<file path="src/rtl/mod_datapath.sv">
// mod_datapath: remainder datapath for the modulo unit.
// Computes A mod B by repeated guarded subtraction under control of the
// CU strobes start / subtract / check_less_than. All outputs are registered.
// Optional feature: define MOD_DP_QUOTIENT_EN to build the subtraction
// counter driving `quotient`; otherwise `quotient` is tied to zero.
module mod_datapath #(
  parameter int WIDTH = 32
) (
  input  logic             clk,
  input  logic             reset,
  input  logic [WIDTH-1:0] a_in,
  input  logic [WIDTH-1:0] b_in,
  input  logic             start,
  input  logic             subtract,
  input  logic             check_less_than,
  output logic             done,
  output logic [WIDTH-1:0] result,
  output logic             div_zero,
  output logic [WIDTH-1:0] quotient
);

  logic [WIDTH-1:0] rem_r;
  logic [WIDTH-1:0] div_r;
  logic             done_r;
  logic             div_zero_r;

  logic [WIDTH-1:0] diff_s;
  logic             step_ok_s;
  logic [WIDTH-1:0] rem_nxt_s;
  logic [WIDTH-1:0] div_nxt_s;
  logic             done_nxt_s;
  logic             div_zero_nxt_s;

  // A step is only legal when it cannot wrap and the divisor is non-zero.
  assign diff_s    = rem_r - div_r;
  assign step_ok_s = (rem_r >= div_r) && (div_r != {WIDTH{1'b0}});

  // Next-state selection with priority start > subtract > check_less_than.
  always_comb begin
    rem_nxt_s      = rem_r;
    div_nxt_s      = div_r;
    done_nxt_s     = done_r;
    div_zero_nxt_s = div_zero_r;
    if (start) begin
      rem_nxt_s = a_in;
      div_nxt_s = b_in;
      if (b_in == {WIDTH{1'b0}}) begin
        div_zero_nxt_s = 1'b1;
        done_nxt_s     = 1'b1;
      end else begin
        div_zero_nxt_s = 1'b0;
        done_nxt_s     = (a_in < b_in);
      end
    end else if (subtract) begin
      if (step_ok_s) begin
        rem_nxt_s  = diff_s;
        // done reflects the remainder being produced on this edge
        done_nxt_s = (diff_s < div_r);
      end else begin
        rem_nxt_s  = rem_r;
      end
    end else if (check_less_than) begin
      done_nxt_s = (rem_r < div_r) | div_zero_r;
    end else begin
      done_nxt_s = done_r;
    end
  end

  // State registers with synchronous active-high reset.
  always_ff @(posedge clk) begin
    if (reset) begin
      rem_r      <= {WIDTH{1'b0}};
      div_r      <= {WIDTH{1'b0}};
      done_r     <= 1'b0;
      div_zero_r <= 1'b0;
    end else begin
      rem_r      <= rem_nxt_s;
      div_r      <= div_nxt_s;
      done_r     <= done_nxt_s;
      div_zero_r <= div_zero_nxt_s;
    end
  end

  assign done     = done_r;
  assign result   = rem_r;
  assign div_zero = div_zero_r;

`ifdef MOD_DP_QUOTIENT_EN
  logic [WIDTH-1:0] quot_r;
  logic             quot_inc_s;

  // Count only steps that were actually taken (start overrides subtract).
  assign quot_inc_s = !start && subtract && step_ok_s;

  // Subtraction counter, cleared on reset and on every start.
  always_ff @(posedge clk) begin
    if (reset) begin
      quot_r <= {WIDTH{1'b0}};
    end else if (start) begin
      quot_r <= {WIDTH{1'b0}};
    end else if (quot_inc_s) begin
      quot_r <= quot_r + {{(WIDTH-1){1'b0}}, 1'b1};
    end else begin
      quot_r <= quot_r;
    end
  end

  assign quotient = quot_r;
`else
  assign quotient = {WIDTH{1'b0}};
`endif

endmodule
</file>
<file path="config.mk">
export PLATFORM = sky130hd
export DESIGN_NAME = mod_datapath
export DESIGN_NICKNAME = d
export VERILOG_FILES = /design/src/rtl/mod_datapath.sv
export SDC_FILE = /design/constraint.sdc
export NUM_CORES = 1
export LEC_CHECK = 0
export CAP_MARGIN = 20
export CORE_ASPECT_RATIO = 0.6
export CORE_MARGIN = 1
export CORE_UTILIZATION = 30
export DETAILED_ROUTE_END_ITERATION = 7
export DONT_BUFFER_PORTS = 1
export PLACE_DENSITY = 0.5
export SYNTH_ARGS = -nofsm -noshare
export SYNTH_HDL_FRONTEND = slang
export SYNTH_SLANG_ARGS = --single-unit
</file>
<file path="constraint.sdc">
create_clock -name clk -period 5.1 [get_ports clk]
set_clock_uncertainty 0.05 [all_clocks]
set_input_delay 1.02 -clock clk [delete_from_list [all_inputs] [get_ports clk]]
set_output_delay 1.02 -clock clk [all_outputs]
set_load 0.01 [all_outputs]
</file>
Yosys cells after proc, flatten, opt, wreduce, memory -nomap -nowiden
Index checks and enable logic that the tools add are counted.
{ "op_classes": {"n_addsub": 1, "order_cmp": 4, "eq_ne": 1, "n_mux": 9, "bitwise": 1, "reduce_logical": 8} }
{ "ops": {"columns": ["operator", "count"], "rows": [
  ["32-bit less-than comparator", 3],
  ["32-bit 2-to-1 mux", 3],
  ["32-bit >= comparator", 1],
  ["32-bit zero test", 1],
  ["32-bit nonzero test", 1],
  ["32-bit subtractor", 1],
  ["1-bit 2-to-1 mux", 6],
  ["2-bit AND reduction", 2],
  ["2-bit nonzero test", 2],
  ["3-bit by 1-bit != test with 1-bit output (second input constant)", 1],
  ["3-bit nonzero test", 1],
  ["1-bit logical AND", 1],
  ["1-bit bitwise OR", 1]
]} }
{ "totals": {"reg_bits": 66, "in_bits": 69, "out_inout_bits": 66, "elab_cells": 28} }

Depth between registers and ports, before layout
{ "logic_depth": {"word_depth": 5, "ltp_mapped": 20} }

Worst setup path after synthesis
No wires, ideal clock.
{ "synth_timing": {"kind": "reg-to-reg", "startpoint": "register div_r[16]", "endpoint": "register done_r (netlist: done)", "arrival_ns": 3.319, "slack_ns": 1.601, "path_stages_with_launch": 17, "n_path_buf": 0, "synth_period_minus_slack_ns": 3.499, "path_cell_list": "dfxtp_1 inv_1 ha_1 a21o_1 a21o_1 a221oi_2 a31oi_4 a22o_4 a221oi_2 xnor2_1 ha_1 nand4_1 nor4_1 inv_1 o221ai_1 o2111a_1 nor3_2"} }
{ "synth_via": {"elab_chain_len": 5, "elab_cells_between_ends": 13} }
{ "synth_rtl": {"columns": ["element", "line_no", "source"], "rows": [
  ["from (decl)", "23", "logic [WIDTH-1:0] div_r;"],
  ["from (signal assigned)", "73", "div_r <= {WIDTH{1'b0}};"],
  ["from (signal assigned)", "78", "div_r <= div_nxt_s;"],
  ["32-bit subtractor / 32-bit less-than comparator (equally long branches)", "35, 63", null],
  ["32-bit less-than comparator / 1-bit bitwise OR (equally long branches)", "58, 63", null],
  ["1-bit 2-to-1 mux (on tied branches)", "55, 62", null],
  ["1-bit 2-to-1 mux", "54", "end else if (subtract) begin"],
  ["1-bit 2-to-1 mux", "44", "if (start) begin"],
  ["to (signal assigned)", "79", "done_r <= done_nxt_s;"],
  ["to (decl)", "24", "logic done_r;"]
]} }
Several ways; a longest one is shown, not always the timed one. The select of a mux whose other input is x is not followed.
A chain may end at the register's enable or synchronous reset.

Final worst setup path
{ "layout_timing": {"startpoint": "register div_r[7]", "endpoint": "register done_r (netlist: done)"} }
Same word-level chain as after synthesis.

==> flow_summary.toml <==
[outcome]
status = "complete, but fails checks"
failed_checks = "design-rule violations"

[drt]
detail_route.first_pass.iterations = 7
via_count = 5632
ant_nets = 0
routed_wl_um = 21900
drc = 4
post_drt_via_cell_ratio = 5.25
initial_detailed_routing_violation_count = 469
post_drt_wl_per_cell_um = 20.4

[cells_and_area]
layout.core_utilization_pct = 32.7
stdcell_area_um2 = 6930
finish.net_count = 954
area_growth_syn_to_layout_pct = 6.09
diodes = 0
layout-drive-gt1-share_pct = 5.42

[synth]
synth_top_flop_cell = "sky130_fd_sc_hd__dfxtp_1"
synth_largest_type_area_fraction_pct = 20.2
fraction_of_the_yosys_area_taken_by_sequential_cells_pct = 20.2
mappedNetlistArea_um2 = 6530
yosysUniqueCellTypes = 67
ys_seq_elements = 66
postSynthCellCount = 811
synth_area_leader_cell = "sky130_fd_sc_hd__dfxtp_1"
ys_async_sr_fraction_pct = 0
synth.top_cells.by_area = "sky130_fd_sc_hd__dfxtp_1 20%, sky130_fd_sc_hd__ha_1 18%, sky130_fd_sc_hd__mux2i_1 8.1%"
synth_enable_flop_cells = 0
yosys_warnings = 0
synthesis.area_per_instance_um2 = 8.05

[pwr]
cellLeakagePower_uw = 0.00318
vdd_ir_drop_max_uv = 203
power.density_cell_area_nw_per_um2 = 655

[sta]
max_clock_freq_mhz = 245
worst_slew_margin_rel_pct = 43.6
timing.final.hold_violations = 0
slew_viol_final = 0
tightest_slew_ns = 0.846
fin_setup_tns_ns = 0
timing.final.crit_period_ns = 4.09
finalCritPeriodShare_pct = 80.2
finalWorstSetupSlack_ns = 1.01
fin_hold_ws_ns = 0.479
rsz0062_at_grt = "false"
setup-violations-final = 0

[critical_path]
worst-r2r-setup-slack_ns = 1.01
arrival_time_at_the_worst_endpoint_ns = 4.32
reg2reg_to = "done"
critical_path.top_delay_family = "compound AO/OA/AOI/OAI gates"
worst-endpoint-required_ns = 5.33
crit_type = "flip-flop to flip-flop"
startpoint_type = "flip-flop"
start_point_of_the_critical_path = "div_r[7]"
critical_path_buffer_and_inverter_count = 1
crit_path_end_kind = "flip-flop"
critical-path-slowest-cell = "sky130_fd_sc_hd__a311oi_1"
regToRegStartpoint = "div_r[7]"
critical_path.cell_chain = "inv_1 > ha_1 > a21oi_1 > a21o_1 > nand2_1 > o21ai_2 > a31oi_4 > a311oi_1 > nor2_1 > ha_1 > a22o_1 > nor4_1 > o21ai_0 > a21oi_1 > o221ai_1 > o2111a_1 > nor3_2"
worstPathMaxFanout = 5
path_depth = 17
reg2regPathDepth = 17
crit_path_end = "done"
critical_path.max_stage_delay_ns = 0.50

[die]
design.portCount = 135
starting_density_of_the_core_pct = 30.8
die-height_um = 116
rows = 41
coreArea_um2 = 21200
die_x_um = 192
die_area_um2 = 22400

[clock_network]
insertion_delay_of_the_later_clocked_pin_in_the_worst_skew_pair_ns = 0.35
cts_max_level = 3
tritoncts = "built"
max-clock-path-buffers = 2
post-cts-setup-buffers = 0
cts-hold-fix-buffers = 0
clk_sinks = 66
cts_inserted_buffers = 9
cts.root.buffer_cell = "sky130_fd_sc_hd__clkbuf_16"
worst_setup_hold_path_clk_slew_ns = 0.06
cts.repair.resized = 0

[global_route]
initial_antenna_violation_count = 0
global_route_usage_sum_pct = 20.3
grt_pass1_wl_um = 33100
grt_pass1_vias = 5163
maximum_number_of_pins_on_one_net_before_global_route_repair = 67
overflow = 0

[placed_design]
hpwlAfterDp_um = 18000
post_place_setup_slack_ns = 1.12
place.port_buffers = 0
detailed_place.area_um2 = 6600
globalplace.congestion = 0.949

[hold_path]
min_path_type = "flip-flop to flip-flop"

[job]
max_capacitance_violation_count = 0
[power breakdown]
group | internal (uW) | switching, uW | total [uW]
Sequential | 636 | 211 | 846
Combinational | 1230 | 1750 | 2980
Clock | 442 | 268 | 710
Total | 2310 | 2230 | 4540
[sequential cells by signal, indices dropped and copies added, names as in the netlist]
| name | count |
|---|---|
| div_r | 32 |
| result | 32 |
| div_zero | 1 |
| done | 1 |
[cell type report]
type	count	area, um2
Fill cell	2258	14300
Clock inverter	6	90.1
Inverter	76	285
Timing Repair Buffer	2	15.0
Multi-Input combinational cell	634	4630
Clock buffer	10	239
Tap cell	279	349
Sequential cell	66	1320
[per-layer routing]
metal	vias up	part of all wire, %	GRT usage, %
met3	16	11	6.82
met2	217	34	24.2
met1	2587	54	32.8
met4	0	1.1	4.09
li1	2812	-	-
met5	-	0	0
[worst min path at each step]
| stage | slack [ns] | cells after the start | start | to |
|---|---|---|---|---|
| after floorplan | 0.43 | 2 | div_r[31] | div_r[31] |
| after global placement | 0.46 | 2 | div_r[2] | div_r[2] |
| after detailed placement | 0.46 | 2 | div_r[29] | div_r[29] |
| after CTS | 0.48 | 2 | div_r[29] | div_r[29] |
| after global routing | 0.50 | 2 | div_r[14] | div_r[14] |
| final | 0.48 | 2 | div_r[25] | div_r[25] |
[logic make-up (layout without fill, tap and decap cells)]
logic type / after synthesis / after routing / share of synthesized area (%)
simple gates: 232 / 232 / 17.0
xor+xnor: 27 / 27 / 3.62
flops: 66 / 66 / 20.2
fa+ha+maj: 96 / 96 / 18.5
buf+inv: 142 / 94 / 10.7
mux: 53 / 53 / 8.12
compound gates: 194 / 194 / 21.8
other cells: 1 / 32 / 0.0574
[placed cells by master (no fill, tap or decap), types with 22 or more instances in the layout]
| cell type | instances |
|---|---|
| sky130_fd_sc_hd__a211oi_1 | 22 |
| sky130_fd_sc_hd__a21o_1 | 37 |
| sky130_fd_sc_hd__a21oi_1 | 45 |
| sky130_fd_sc_hd__conb_1 | 32 |
| sky130_fd_sc_hd__dfxtp_1 | 66 |
| sky130_fd_sc_hd__ha_1 | 95 |
| sky130_fd_sc_hd__inv_1 | 75 |
| sky130_fd_sc_hd__mux2i_1 | 53 |
| sky130_fd_sc_hd__nand2_1 | 42 |
| sky130_fd_sc_hd__nand4_1 | 24 |
| sky130_fd_sc_hd__nor2_1 | 96 |
| sky130_fd_sc_hd__o21ai_0 | 22 |
[tightest hold or removal path, stage by stage (launching register included)]
cell	delay (ns)
sky130_fd_sc_hd__dfxtp_1	0.35
sky130_fd_sc_hd__mux2i_1	0.08
sky130_fd_sc_hd__nor2_1	0.07
[Yosys cell counts (2+ instances only)]
| master | number |
|---|---|
| sky130_fd_sc_hd__nand2_1 | 42 |
| sky130_fd_sc_hd__buf_4 | 33 |
| sky130_fd_sc_hd__buf_2 | 8 |
| sky130_fd_sc_hd__nand3_1 | 12 |
| sky130_fd_sc_hd__a41oi_1 | 3 |
| sky130_fd_sc_hd__ha_1 | 95 |
| sky130_fd_sc_hd__nor3_1 | 11 |
| sky130_fd_sc_hd__dfxtp_1 | 66 |
| sky130_fd_sc_hd__xor2_1 | 11 |
| sky130_fd_sc_hd__o31a_1 | 2 |
| sky130_fd_sc_hd__o21ai_1 | 4 |
| sky130_fd_sc_hd__buf_1 | 2 |
| sky130_fd_sc_hd__nand2b_1 | 5 |
| sky130_fd_sc_hd__a211oi_2 | 3 |
| sky130_fd_sc_hd__buf_6 | 4 |
| sky130_fd_sc_hd__a311oi_1 | 11 |
| sky130_fd_sc_hd__inv_1 | 75 |
| sky130_fd_sc_hd__and3_1 | 5 |
| sky130_fd_sc_hd__a211oi_1 | 22 |
| sky130_fd_sc_hd__nor2b_1 | 11 |
| sky130_fd_sc_hd__o21bai_1 | 6 |
| sky130_fd_sc_hd__a21boi_2 | 2 |
| sky130_fd_sc_hd__a31oi_1 | 5 |
| sky130_fd_sc_hd__o21ai_0 | 22 |
| sky130_fd_sc_hd__a21oi_1 | 45 |
| sky130_fd_sc_hd__o21a_1 | 7 |
| sky130_fd_sc_hd__nand3b_1 | 2 |
| sky130_fd_sc_hd__a21o_1 | 37 |
| sky130_fd_sc_hd__xnor2_1 | 16 |
| sky130_fd_sc_hd__a221oi_2 | 2 |
| sky130_fd_sc_hd__nand4_1 | 24 |
| sky130_fd_sc_hd__nor3b_1 | 2 |
| sky130_fd_sc_hd__a21oi_2 | 2 |
| sky130_fd_sc_hd__mux2i_1 | 53 |
| sky130_fd_sc_hd__nor2_1 | 96 |
| sky130_fd_sc_hd__clkbuf_1 | 18 |
| sky130_fd_sc_hd__nor4_1 | 17 |
[through the flow]
step | cells | total power [uW]
final | 1073 | 4540
after global routing | 1073 | 4950
after CTS | 1073 | 4500
after detailed placement | 1057 | 3760
after global placement | 1057 | 3810
after floorplan | 842 | 3140
Note: power is estimated with default switching activity, not from simulation.
